--- src/rtl/cpu_pkg.sv ---
// Shared encodings for the multicycle controller: FSM states, opcodes, ALU
// and command codes, condition codes, and the per-state Moore control word.
// Latency: n/a (types/constants only). Backpressure: n/a.
package cpu_pkg;

  typedef enum logic [3:0] {
    FETCH  = 4'd0,
    DECODE = 4'd1,
    MEMADR = 4'd2,
    MEMRD  = 4'd3,
    MEMWB  = 4'd4,
    MEMWR  = 4'd5,
    EXECR  = 4'd6,
    EXECI  = 4'd7,
    ALUWB  = 4'd8,
    BRANCH = 4'd9
  } state_t;

  localparam logic [1:0] OP_DP  = 2'b00;
  localparam logic [1:0] OP_MEM = 2'b01;
  localparam logic [1:0] OP_BR  = 2'b10;
  localparam logic [1:0] OP_UND = 2'b11;

  localparam logic [1:0] ALU_ADD = 2'b00;
  localparam logic [1:0] ALU_SUB = 2'b01;
  localparam logic [1:0] ALU_AND = 2'b10;
  localparam logic [1:0] ALU_ORR = 2'b11;

  localparam logic [3:0] CMD_ADD = 4'b0100;
  localparam logic [3:0] CMD_SUB = 4'b0010;
  localparam logic [3:0] CMD_AND = 4'b0000;
  localparam logic [3:0] CMD_ORR = 4'b1100;

  localparam logic [3:0] CC_EQ = 4'b0000;
  localparam logic [3:0] CC_NE = 4'b0001;
  localparam logic [3:0] CC_CS = 4'b0010;
  localparam logic [3:0] CC_CC = 4'b0011;
  localparam logic [3:0] CC_MI = 4'b0100;
  localparam logic [3:0] CC_PL = 4'b0101;
  localparam logic [3:0] CC_VS = 4'b0110;
  localparam logic [3:0] CC_VC = 4'b0111;
  localparam logic [3:0] CC_HI = 4'b1000;
  localparam logic [3:0] CC_LS = 4'b1001;
  localparam logic [3:0] CC_GE = 4'b1010;
  localparam logic [3:0] CC_LT = 4'b1011;
  localparam logic [3:0] CC_GT = 4'b1100;
  localparam logic [3:0] CC_LE = 4'b1101;
  localparam logic [3:0] CC_AL = 4'b1110;

  // Ungated Moore control word; write enables are qualified by CondEx later.
  typedef struct packed {
    logic       adrsrc;
    logic       alusrca;
    logic [1:0] alusrcb;
    logic [1:0] resultsrc;
    logic       irwrite;
    logic       nextpc;
    logic       regw;
    logic       memw;
    logic       aluop;
    logic       branch;
  } ctl_t;

  function automatic ctl_t moore(state_t s);
    ctl_t c;
    c = '0;
    case (s)
      FETCH:  begin c.alusrca = 1'b1; c.alusrcb = 2'b10; c.resultsrc = 2'b10;
                    c.irwrite = 1'b1; c.nextpc = 1'b1; end
      DECODE: begin c.alusrca = 1'b1; c.alusrcb = 2'b10; c.resultsrc = 2'b10; end
      MEMADR: c.alusrcb = 2'b01;
      MEMRD:  c.adrsrc = 1'b1;
      MEMWB:  begin c.resultsrc = 2'b01; c.regw = 1'b1; end
      MEMWR:  begin c.adrsrc = 1'b1; c.memw = 1'b1; end
      EXECR:  c.aluop = 1'b1;
      EXECI:  begin c.alusrcb = 2'b01; c.aluop = 1'b1; end
      ALUWB:  c.regw = 1'b1;
      BRANCH: begin c.alusrcb = 2'b01; c.resultsrc = 2'b10; c.branch = 1'b1; end
      default: c = '0;
    endcase
    return c;
  endfunction

endpackage

--- src/rtl/multicycle_controller_if.sv ---
// Controller <-> datapath bundle: instruction fields and ALU flags in,
// enables/selects and debug state out.
// Latency: n/a (wiring only). Backpressure: none, controller is never stalled.
// Ports: master = controller side, slave = datapath side.
interface multicycle_controller_if;
  logic [3:0] Cond;
  logic [1:0] Op;
  logic [5:0] Funct;
  logic [3:0] Rd;
  logic [3:0] ALUFlags;
  logic       PCWrite;
  logic       MemWrite;
  logic       RegWrite;
  logic       IRWrite;
  logic       AdrSrc;
  logic       ALUSrcA;
  logic [1:0] ResultSrc;
  logic [1:0] ALUSrcB;
  logic [1:0] ImmSrc;
  logic [1:0] RegSrc;
  logic [1:0] ALUControl;
  logic [3:0] State;

  modport master (
    input  Cond, Op, Funct, Rd, ALUFlags,
    output PCWrite, MemWrite, RegWrite, IRWrite, AdrSrc, ALUSrcA,
           ResultSrc, ALUSrcB, ImmSrc, RegSrc, ALUControl, State
  );

  modport slave (
    output Cond, Op, Funct, Rd, ALUFlags,
    input  PCWrite, MemWrite, RegWrite, IRWrite, AdrSrc, ALUSrcA,
           ResultSrc, ALUSrcB, ImmSrc, RegSrc, ALUControl, State
  );
endinterface

--- src/rtl/condlogic.sv ---
// Flags register {N,Z,C,V}, condition evaluation and the CondEx latch for ALUWB.
// Latency: CondEx combinational from registered Flags; Flags update at EXEC cycle end.
// Backpressure: none.
// Ports: clk/reset, Cond, ALUFlags, FlagW, exec (EXECR/EXECI), wb (ALUWB) -> CondEx.
module condlogic
  import cpu_pkg::*;
(
  input  logic       clk,
  input  logic       reset,
  input  logic [3:0] Cond,
  input  logic [3:0] ALUFlags,
  input  logic [1:0] FlagW,
  input  logic       exec,
  input  logic       wb,
  output logic       CondEx
);

  logic [3:0] flags;
  logic       condex_now;
  logic       condex_q;
  logic       n, z, c, v;

  assign {n, z, c, v} = flags;

  always_comb begin
    condex_now = 1'b0;
    case (Cond)
      CC_EQ: condex_now = z;
      CC_NE: condex_now = ~z;
      CC_CS: condex_now = c;
      CC_CC: condex_now = ~c;
      CC_MI: condex_now = n;
      CC_PL: condex_now = ~n;
      CC_VS: condex_now = v;
      CC_VC: condex_now = ~v;
      CC_HI: condex_now = c & ~z;
      CC_LS: condex_now = ~c | z;
      CC_GE: condex_now = (n == v);
      CC_LT: condex_now = (n != v);
      CC_GT: condex_now = ~z & (n == v);
      CC_LE: condex_now = z | (n != v);
      CC_AL: condex_now = 1'b1;
      default: condex_now = 1'b0;
    endcase
  end

  // The EXEC-cycle decision is frozen so a flag-setting instruction's own
  // writeback is not re-judged against the flags it just produced.
  always_ff @(posedge clk) begin
    if (reset) begin
      flags    <= 4'b0000;
      condex_q <= 1'b0;
    end else if (exec) begin
      condex_q <= condex_now;
      if (FlagW[1] & condex_now) flags[3:2] <= ALUFlags[3:2];
      if (FlagW[0] & condex_now) flags[1:0] <= ALUFlags[1:0];
    end
  end

  assign CondEx = wb ? condex_q : condex_now;

endmodule

--- src/rtl/multicycle_controller.sv ---
// Multicycle ARM-subset controller: main FSM, ALU/flag decode, gated write enables.
// Latency: LDR 5, STR 4, data-processing 4, branch 3, undefined 2 cycles.
// Backpressure: none; one state per clock. Ports: clk, reset, bus (master modport).
module multicycle_controller
  import cpu_pkg::*;
(
  input  logic                   clk,
  input  logic                   reset,
  multicycle_controller_if.master bus
);

  state_t     state;
  ctl_t       ctl;
  logic [3:0] cmd;
  logic       legal;
  logic [1:0] aluctl;
  logic [1:0] flagw;
  logic       condex;
  logic       rd15;
  logic       pcs;

  function automatic state_t next_state(state_t s, logic [1:0] op, logic [5:0] funct);
    case (s)
      FETCH:  return DECODE;
      DECODE: case (op)
                OP_DP:   return funct[5] ? EXECI : EXECR;
                OP_MEM:  return MEMADR;
                OP_BR:   return BRANCH;
                default: return FETCH;
              endcase
      MEMADR: return funct[0] ? MEMRD : MEMWR;
      MEMRD:  return MEMWB;
      EXECR:  return ALUWB;
      EXECI:  return ALUWB;
      default: return FETCH;
    endcase
  endfunction

  // Control word is registered from the next state so it lines up with State.
  always_ff @(posedge clk) begin
    if (reset) begin
      state <= FETCH;
      ctl   <= moore(FETCH);
    end else begin
      state <= next_state(state, bus.Op, bus.Funct);
      ctl   <= moore(next_state(state, bus.Op, bus.Funct));
    end
  end

  assign cmd = bus.Funct[4:1];

  always_comb begin
    legal  = 1'b1;
    aluctl = ALU_ADD;
    flagw  = 2'b00;
    case (cmd)
      CMD_ADD: aluctl = ALU_ADD;
      CMD_SUB: aluctl = ALU_SUB;
      CMD_AND: aluctl = ALU_AND;
      CMD_ORR: aluctl = ALU_ORR;
      default: legal = 1'b0;
    endcase
    if (!ctl.aluop) aluctl = ALU_ADD;
    if (ctl.aluop && bus.Funct[0] && legal)
      flagw = {1'b1, (cmd == CMD_ADD) || (cmd == CMD_SUB)};
  end

  condlogic u_condlogic (
    .clk      (clk),
    .reset    (reset),
    .Cond     (bus.Cond),
    .ALUFlags (bus.ALUFlags),
    .FlagW    (flagw),
    .exec     (ctl.aluop),
    .wb       (state == ALUWB),
    .CondEx   (condex)
  );

  // Writing R15 is a jump: it goes to the PC instead of the register file.
  assign rd15 = (bus.Rd == 4'd15);
  assign pcs  = ctl.branch | (ctl.regw & rd15);

  assign bus.PCWrite    = ~reset & (ctl.nextpc | (pcs & condex));
  assign bus.RegWrite   = ~reset & ctl.regw & condex & ~rd15;
  assign bus.MemWrite   = ~reset & ctl.memw & condex;
  assign bus.IRWrite    = ~reset & ctl.irwrite;
  assign bus.AdrSrc     = ctl.adrsrc;
  assign bus.ALUSrcA    = ctl.alusrca;
  assign bus.ALUSrcB    = ctl.alusrcb;
  assign bus.ResultSrc  = ctl.resultsrc;
  assign bus.ImmSrc     = bus.Op;
  assign bus.RegSrc     = {bus.Op == OP_MEM, bus.Op == OP_BR};
  assign bus.ALUControl = aluctl;
  assign bus.State      = state;

endmodule

--- src/flat_wrapper.sv ---
// flat-port wrapper written by rule: the top's interface ports become plain ports
module multicycle_controller_flat import cpu_pkg::*;
  (clk, reset, bus_Cond, bus_Op, bus_Funct, bus_Rd, bus_ALUFlags, bus_PCWrite, bus_MemWrite, bus_RegWrite, bus_IRWrite, bus_AdrSrc, bus_ALUSrcA, bus_ResultSrc, bus_ALUSrcB, bus_ImmSrc, bus_RegSrc, bus_ALUControl, bus_State);
  multicycle_controller_if bus_i ();
  input  logic clk;
  input  logic reset;
  input wire logic [$bits(bus_i.Cond)-1:0] bus_Cond;
  input wire logic [$bits(bus_i.Op)-1:0] bus_Op;
  input wire logic [$bits(bus_i.Funct)-1:0] bus_Funct;
  input wire logic [$bits(bus_i.Rd)-1:0] bus_Rd;
  input wire logic [$bits(bus_i.ALUFlags)-1:0] bus_ALUFlags;
  output wire logic [$bits(bus_i.PCWrite)-1:0] bus_PCWrite;
  output wire logic [$bits(bus_i.MemWrite)-1:0] bus_MemWrite;
  output wire logic [$bits(bus_i.RegWrite)-1:0] bus_RegWrite;
  output wire logic [$bits(bus_i.IRWrite)-1:0] bus_IRWrite;
  output wire logic [$bits(bus_i.AdrSrc)-1:0] bus_AdrSrc;
  output wire logic [$bits(bus_i.ALUSrcA)-1:0] bus_ALUSrcA;
  output wire logic [$bits(bus_i.ResultSrc)-1:0] bus_ResultSrc;
  output wire logic [$bits(bus_i.ALUSrcB)-1:0] bus_ALUSrcB;
  output wire logic [$bits(bus_i.ImmSrc)-1:0] bus_ImmSrc;
  output wire logic [$bits(bus_i.RegSrc)-1:0] bus_RegSrc;
  output wire logic [$bits(bus_i.ALUControl)-1:0] bus_ALUControl;
  output wire logic [$bits(bus_i.State)-1:0] bus_State;
  assign bus_i.Cond = bus_Cond;
  assign bus_i.Op = bus_Op;
  assign bus_i.Funct = bus_Funct;
  assign bus_i.Rd = bus_Rd;
  assign bus_i.ALUFlags = bus_ALUFlags;
  assign bus_PCWrite = bus_i.PCWrite;
  assign bus_MemWrite = bus_i.MemWrite;
  assign bus_RegWrite = bus_i.RegWrite;
  assign bus_IRWrite = bus_i.IRWrite;
  assign bus_AdrSrc = bus_i.AdrSrc;
  assign bus_ALUSrcA = bus_i.ALUSrcA;
  assign bus_ResultSrc = bus_i.ResultSrc;
  assign bus_ALUSrcB = bus_i.ALUSrcB;
  assign bus_ImmSrc = bus_i.ImmSrc;
  assign bus_RegSrc = bus_i.RegSrc;
  assign bus_ALUControl = bus_i.ALUControl;
  assign bus_State = bus_i.State;
  multicycle_controller u_core (.clk(clk), .reset(reset), .bus(bus_i));
endmodule
--- config.mk ---
export PLATFORM = sky130hd
export DESIGN_NAME = multicycle_controller_flat
export DESIGN_NICKNAME = d
export VERILOG_FILES = /design/src/rtl/cpu_pkg.sv /design/src/rtl/multicycle_controller_if.sv /design/src/rtl/condlogic.sv /design/src/rtl/multicycle_controller.sv /design/src/flat_wrapper.sv
export SDC_FILE = /design/constraint.sdc
export NUM_CORES = 1
export LEC_CHECK = 0
export ABC_AREA = 1
export CORE_ASPECT_RATIO = 0.9
export CORE_MARGIN = 3
export CORE_UTILIZATION = 47
export DETAILED_ROUTE_END_ITERATION = 16
export GPL_ROUTABILITY_DRIVEN = 0
export GPL_TIMING_DRIVEN = 0
export PLACE_DENSITY = 0.87
export SLEW_MARGIN = 20
export SYNTH_ARGS = -nofsm -noshare
export SYNTH_HDL_FRONTEND = slang
export SYNTH_SLANG_ARGS = --single-unit
--- constraint.sdc ---
create_clock -name clk -period 4.2 [get_ports clk]
set_input_delay 1.26 -clock clk [delete_from_list [all_inputs] [get_ports clk]]
set_output_delay 1.26 -clock clk [all_outputs]
set_load 0.03 [all_outputs]
### Word-level counts from Yosys, hierarchy flattened

Cells that the tools add are included.

| storage, ports and cells | value |
|---|---|
| bits in registers | 21 |
| memories | 0 |
| bits in read-only memories | 0 |
| RAM bits | 0 |
| latch bits | 0 |
| logic and storage cells | 112 |
| output and inout port bits | 20 |

| cells by class | value |
|---|---|
| mux-type cells | 20 |
| order comparisons | 0 |
| bitwise gates (word level) | 23 |
| reduce and logical (&&, ||, !) cells | 18 |
| divide/modulo/power cells | 0 |
| add/sub/neg operators | 0 |
| shifts and indexed selects | 0 |
| multipliers | 0 |
| equality and inequality tests | 37 |

Operators with widths:

| operator | count |
|---|---|
| $eq 4x4->1 const B | 12 |
| $eq 4x3->1 const B | 11 |
| $eq 4x2->1 const B | 7 |
| $pmux 4 s5 | 1 |
| $logic_not 4->1 | 4 |
| $pmux 1 s15 | 1 |
| $and 1x1->1 | 13 |
| $eq 4x1->1 const B | 3 |
| $pmux 4 s3 | 1 |
| $reduce_or 2->1 | 5 |
| $mux 1 | 9 |
| $pmux 2 s2 | 2 |
| $mux 2 | 3 |
| $not 1->1 | 6 |
| $pmux 2 s3 | 1 |
| $reduce_or 3->1 | 2 |
| $mux 4 | 1 |
| $or 1x1->1 | 4 |
| $reduce_and 2->1 | 2 |
| $reduce_or 4->1 | 1 |
| $mux 3 | 1 |
| $eq 2x1->1 const B | 1 |
| $eq 2x2->1 const B | 1 |
| $logic_and 1x1->1 | 2 |
| 4 further kinds | 4 |

### Depth between registers and ports, before layout

| logic depth | value |
|---|---|
| depth after elaboration | 7 |
| depth in mapped cells | 12 |
| gate-level depth less buffers | 12 |

### Hierarchy

Synthesis repeated with hierarchy kept, for this count alone.

| second synthesis, totals | value |
|---|---|
| cells, all modules | 193 |
| area total of the unflattened synthesis | 1263.7 um2 |

Modules (own cells, without submodules):

| module | area each (um2) | seq. area each (um2) | times used | cells each |
|---|---|---|---|---|
| multicycle_controller | 764.5 | 300.3 | 1 | 103 |
| condlogic | 499.2 | 100.1 | 1 | 90 |

### Least setup slack after synthesis

Ideal clock, no wire load.

| path | value |
|---|---|
| path kind | input to output |
| from | in bus_Cond[0] |
| to | out bus_MemWrite |
| setup slack | 680 ps |
| buffers on the path | 0 |
| data arrival time | 2260 ps |
| required time | 2940 ps |
| stages | 9 |
| cell sequence | inv_1 > nand2_1 > nor2_1 > nand3_1 > nand2_1 > nor2_4 > nand3_1 > nand2_1 > nor2_1 |

| between the ends | value |
|---|---|
| longest elaborated chain between the ends | 4 |
| elaborated cells on any way between the ends | 18 |

Ends and longest elaborated chain:

| element | line | source |
|---|---|---|
| from (decl) | flat_wrapper.sv:7 | `input wire logic [$bits(bus_i.Cond)-1:0] bus_Cond;` |
| $eq 4x4->1 (tied with other cells) | condlogic.sv:27 | `case (Cond)` |
| $pmux 1 s15 (*) | condlogic.sv:27 |  |
| $mux 1 (*) | condlogic.sv:60 | `assign CondEx = wb ? condex_q : condex_now;` |
| $and 1x1->1 (*) | multicycle_controller.sv:85 | `assign bus.MemWrite = ~reset & ctl.memw & condex;` |
| to (decl) | flat_wrapper.sv:13 | `output wire logic [$bits(bus_i.MemWrite)-1:0] bus_MemWrite;` |

Mark *: on every way between the ends. The rest lies on a longest branch, timed or not.

### Worst setup path in the final report

| path | value |
|---|---|
| from | in bus_Cond[3] |
| to | out bus_MemWrite |

The elaborated chain is that of the path after synthesis.

==> qor.yml <==
outcome: "finished clean"
drcViolationCount: 0
wire_length_of_the_first_global_routing_pass_um: 5010
syn-num-nets: 206
report.final.setup_viol: 0
clk_root_buffer_cell: "sky130_fd_sc_hd__clkbuf_4"
grt_overflow_total: 0
switching_share_of_power: 0.309
cts-htree-levels: 1
initial_utilization: 0.514
timing.reg2reg.worst_path_depth: 9
p_leak_nw: 0.790
max_freq_mhz: 246
worst_path_max_delay_cell: "sky130_fd_sc_hd__clkdlybuf4s50_1"
start_kind: "input pin"
critical_path_required_ns: 2.94
critical_path.reg2reg.startpoint: "u_core.bus.State[2]"
report.final.slew_viol_count: 0
final_cells: 256
post_synth_num_cell_types: 25
arrival_ns: 2.81
power_frac_comb: 0.295
detailed_route_via_count: 1302
final.setup_skew_ns: 0.00550
detail_route.first_pass.iterations: 4
ys_seq_area_frac: 0.341
die_height_um: 53.4
worstSetupEndpointType: "output pin"
route.detailed.wl_per_inst_um: 12.2
timing.slew.headroom: 0.673
avgSynthCellArea_um2: 6.38
diodes: 0
placed_cells_incl_taps: 252
share_of_total_power_in_the_clock_network: 0.306
timing.hold.worst.start: "u_core.u_condlogic.flags[3]"
critical_path.cell_chain: "clkdlybuf4s50_1 > inv_1 > nor2_1 > nand3_1 > nand2_1 > nand2_1 > nand2_1 > nor2_4 > nand3_1 > nand2_1 > nor2_1 > buf_2"
tightest_slew_ns: 0.490
timing.setup.critical_path_class: "input pin to output pin"
worst_hold_path.num_cells: 2
switching_power_w: 0.000164
synth.yosys.warnings: 0
layout_worst_path_cycle_share: 0.969
mappedNetlistArea_um2: 1170
clkTransAtPathRegs_ns: 0.12
detailedPlacementHpwl_um: 2480
ff2ff_setup_slack_ns: 2.78
cts_max_path_buffers: 2
grt_start_max_net_pins: 13
max-cap-violations: 0
unrepaired_setup_endpoints_after_global_routing: "false"
placementRows: 16
i_o_pin_count: 42
finalHoldViolCount: 0
fp.dieArea_um2: 3130
seqPwrFrac: 0.399
wl_um: 3110
die_w_um: 58.7
timing.final.crit_period_ns: 4.07
grt_antenna_before_repair: 0
worst_hold_path_class: "register to register"
syn_inst: 184
track_usage: 0.211
intPower_w: 0.000365
pwr_density_nw_per_um2: 318
min_to: "u_core.u_condlogic.flags[3]"
cp_common_cell: "sky130_fd_sc_hd__nand2_1"
tritoncts.num_buffers: 3
port_buffers: 41
core_area_um2: 2280
total_chip_power_w: 0.000529
final_layout_size_suffix_gt1_frac: 0.144
numnets_final: 252
cts.repair_timing.setup_buffer_count: 0
via_count_of_the_first_global_routing_pass: 1189
area_growth_pct: 41.7
cts_tree: "built"
detail_route.vias_per_cell: 5.09
vdd_drop_max_v: 0.000223
numClockSinks: 20
cp_max_fo: 4
route.antenna.remaining_nets: 0
synth-seq-cells: 20
worstReg2RegEnd: "u_core.ctl[4]"
clkLatencyLatePin_ns: 0.32
drt-initial-drc-count: 61
critical_path.max_stage_delay_ns: 0.53
layer usage:
metal | part of all wire | GRT usage | up-vias
li1 | - | - | 665
met1 | 0.44 | 0.257 | 570
met2 | 0.47 | 0.359 | 56
met3 | 0.067 | 0.0463 | 11
met4 | 0.023 | 0.0868 | 0
met5 | 0 | 0 | -
cell usage after synthesis:
library cell	count	area [um^2]
sky130_fd_sc_hd__nand4_1	3	18.8
sky130_fd_sc_hd__nor3_2	1	10.0
sky130_fd_sc_hd__o21ai_0	3	15.0
sky130_fd_sc_hd__nand3b_1	2	15.0
sky130_fd_sc_hd__nor3_1	3	15.0
sky130_fd_sc_hd__buf_4	7	52.6
sky130_fd_sc_hd__nand3_2	1	10.0
sky130_fd_sc_hd__inv_2	4	15.0
sky130_fd_sc_hd__nor2_2	3	18.8
sky130_fd_sc_hd__nor2_4	2	22.5
sky130_fd_sc_hd__or2_1	2	12.5
sky130_fd_sc_hd__o21ai_1	2	10.0
sky130_fd_sc_hd__clkbuf_1	1	3.75
sky130_fd_sc_hd__nor2_1	31	116
sky130_fd_sc_hd__inv_1	21	78.8
sky130_fd_sc_hd__o21ai_2	2	17.5
sky130_fd_sc_hd__or2_2	1	6.26
sky130_fd_sc_hd__a21oi_1	10	50.1
sky130_fd_sc_hd__clkinv_1	2	7.51
sky130_fd_sc_hd__nand2_2	3	18.8
sky130_fd_sc_hd__nand2_1	40	150
sky130_fd_sc_hd__nand3_1	18	90.1
sky130_fd_sc_hd__dfxtp_1	20	400
sky130_fd_sc_hd__o211ai_1	1	7.51
sky130_fd_sc_hd__nand2_4	1	11.3
per-stage QoR:
| step | setup slack (ns) | util | area, um^2 | setup TNS (ns) | hold slack [ns] |
|---|---|---|---|---|---|
| 6_report | 0.131 | 0.729 | 1660 | 0 | 0.558 |
| 2_1_floorplan | 0.680 | - | 1170 | 0 | 0.474 |
| 3_5_place_dp | -0.339 | 0.709 | 1620 | -1.01 | 0.521 |
| 4_1_cts | 0.0242 | 0.733 | 1670 | 0 | 0.553 |
| 5_1_grt | 0.00623 | 0.729 | 1660 | 0 | 0.566 |
| 3_3_place_gp | -0.302 | 0.709 | 1620 | -0.867 | 0.513 |
critical path, delay by kind of cell:
family	cells	cell delay (ns)
buffers and inverters	3	0.82
AND/OR/NAND/NOR	9	0.73
worst max-delay path by stage:
stage,startpoint,endpoint,slack (ns),depth (start not counted)
after floorplan,bus_Cond[0],bus_MemWrite,0.68,9
after global placement,bus_Cond[3],bus_MemWrite,-0.30,12
after detailed placement,bus_Cond[3],bus_MemWrite,-0.34,12
after CTS,bus_Cond[3],bus_PCWrite,0.02,11
after global routing,bus_Cond[3],bus_RegWrite,0.006,12
final,bus_Cond[3],bus_MemWrite,0.13,12
cells in the final DEF (no fill, tap or decap):
cell type / n
sky130_fd_sc_hd__o21ai_0: 3
sky130_fd_sc_hd__nand3_1: 18
sky130_fd_sc_hd__a21oi_1: 9
sky130_fd_sc_hd__or2_1: 2
sky130_fd_sc_hd__buf_2: 3
sky130_fd_sc_hd__buf_4: 7
sky130_fd_sc_hd__nor3_2: 1
sky130_fd_sc_hd__clkbuf_4: 3
sky130_fd_sc_hd__clkbuf_1: 1
sky130_fd_sc_hd__bufinv_16: 1
sky130_fd_sc_hd__nor2_1: 31
sky130_fd_sc_hd__dfxtp_1: 20
sky130_fd_sc_hd__dlygate4sd2_1: 1
sky130_fd_sc_hd__nand3_2: 1
sky130_fd_sc_hd__or2_2: 1
sky130_fd_sc_hd__nand2_2: 3
sky130_fd_sc_hd__o21ai_1: 2
sky130_fd_sc_hd__nor2_2: 3
sky130_fd_sc_hd__nand4_1: 3
sky130_fd_sc_hd__inv_2: 4
sky130_fd_sc_hd__nand2_4: 1
sky130_fd_sc_hd__dlymetal6s2s_1: 2
sky130_fd_sc_hd__nand2_1: 40
sky130_fd_sc_hd__nor3_1: 3
sky130_fd_sc_hd__nor2_4: 2
sky130_fd_sc_hd__o211ai_1: 1
sky130_fd_sc_hd__o21ai_2: 2
sky130_fd_sc_hd__a21oi_2: 1
sky130_fd_sc_hd__nand3b_1: 2
sky130_fd_sc_hd__clkinv_1: 2
sky130_fd_sc_hd__clkdlybuf4s50_1: 35
sky130_fd_sc_hd__inv_1: 21
flip-flops by register name, indices dropped and copies added (netlist names):
signal and flops:
u_core.bus.State 4, u_core.ctl 5, u_core.bus.AdrSrc 1, u_core.u_condlogic.flags 4
u_core.bus.ResultSrc 2, u_core.bus.ALUSrcB 2, u_core.bus.ALUSrcA 1, u_core.u_condlogic.condex_q 1
layout make-up:
type / instances / area (um^2)
multi-input combinational: 129 / 619
clock buffer: 3 / 22.5
clock inverter: 1 / 30.0
sequential: 20 / 400
inverter: 27 / 101
timing repair buffer: 41 / 399
buffer: 8 / 56.3
fill: 189 / 619
tap: 27 / 33.8
cells by family (layout without fill, tap and decap cells):
kind of cell / count (synthesis) / count (layout) / share of synthesized area
flip-flops: 20 / 20 / 0.341
buffers and inverters: 35 / 80 / 0.134
AO/OA/AOI/OAI: 18 / 18 / 0.0853
AND/OR/NAND/NOR: 111 / 111 / 0.439
power by group through the flow:
| stage | Combinational (W) | Sequential [W] | Clock (W) |
|---|---|---|---|
| 2_1_floorplan | 0.0000840 | 0.000223 | 0 |
| 3_5_place_dp | 0.000156 | 0.000215 | 0 |
| 6_report | 0.000156 | 0.000211 | 0.000162 |
| 4_1_cts | 0.000157 | 0.000210 | 0.000161 |
| 3_3_place_gp | 0.000152 | 0.000214 | 0 |
| 5_1_grt | 0.000169 | 0.000212 | 0.000168 |
what timing repair did:
item | 4_1_cts | 5_1_grt
cloned | 0 | 0
pin swaps | 0 | 0
endpoints found under the setup margin | 4 | 4
resized for setup | 10 | 9
endpoints found under the hold margin | 0 | 0
hold buffers | 0 | 0
Power figures use the tool's default switching activity.
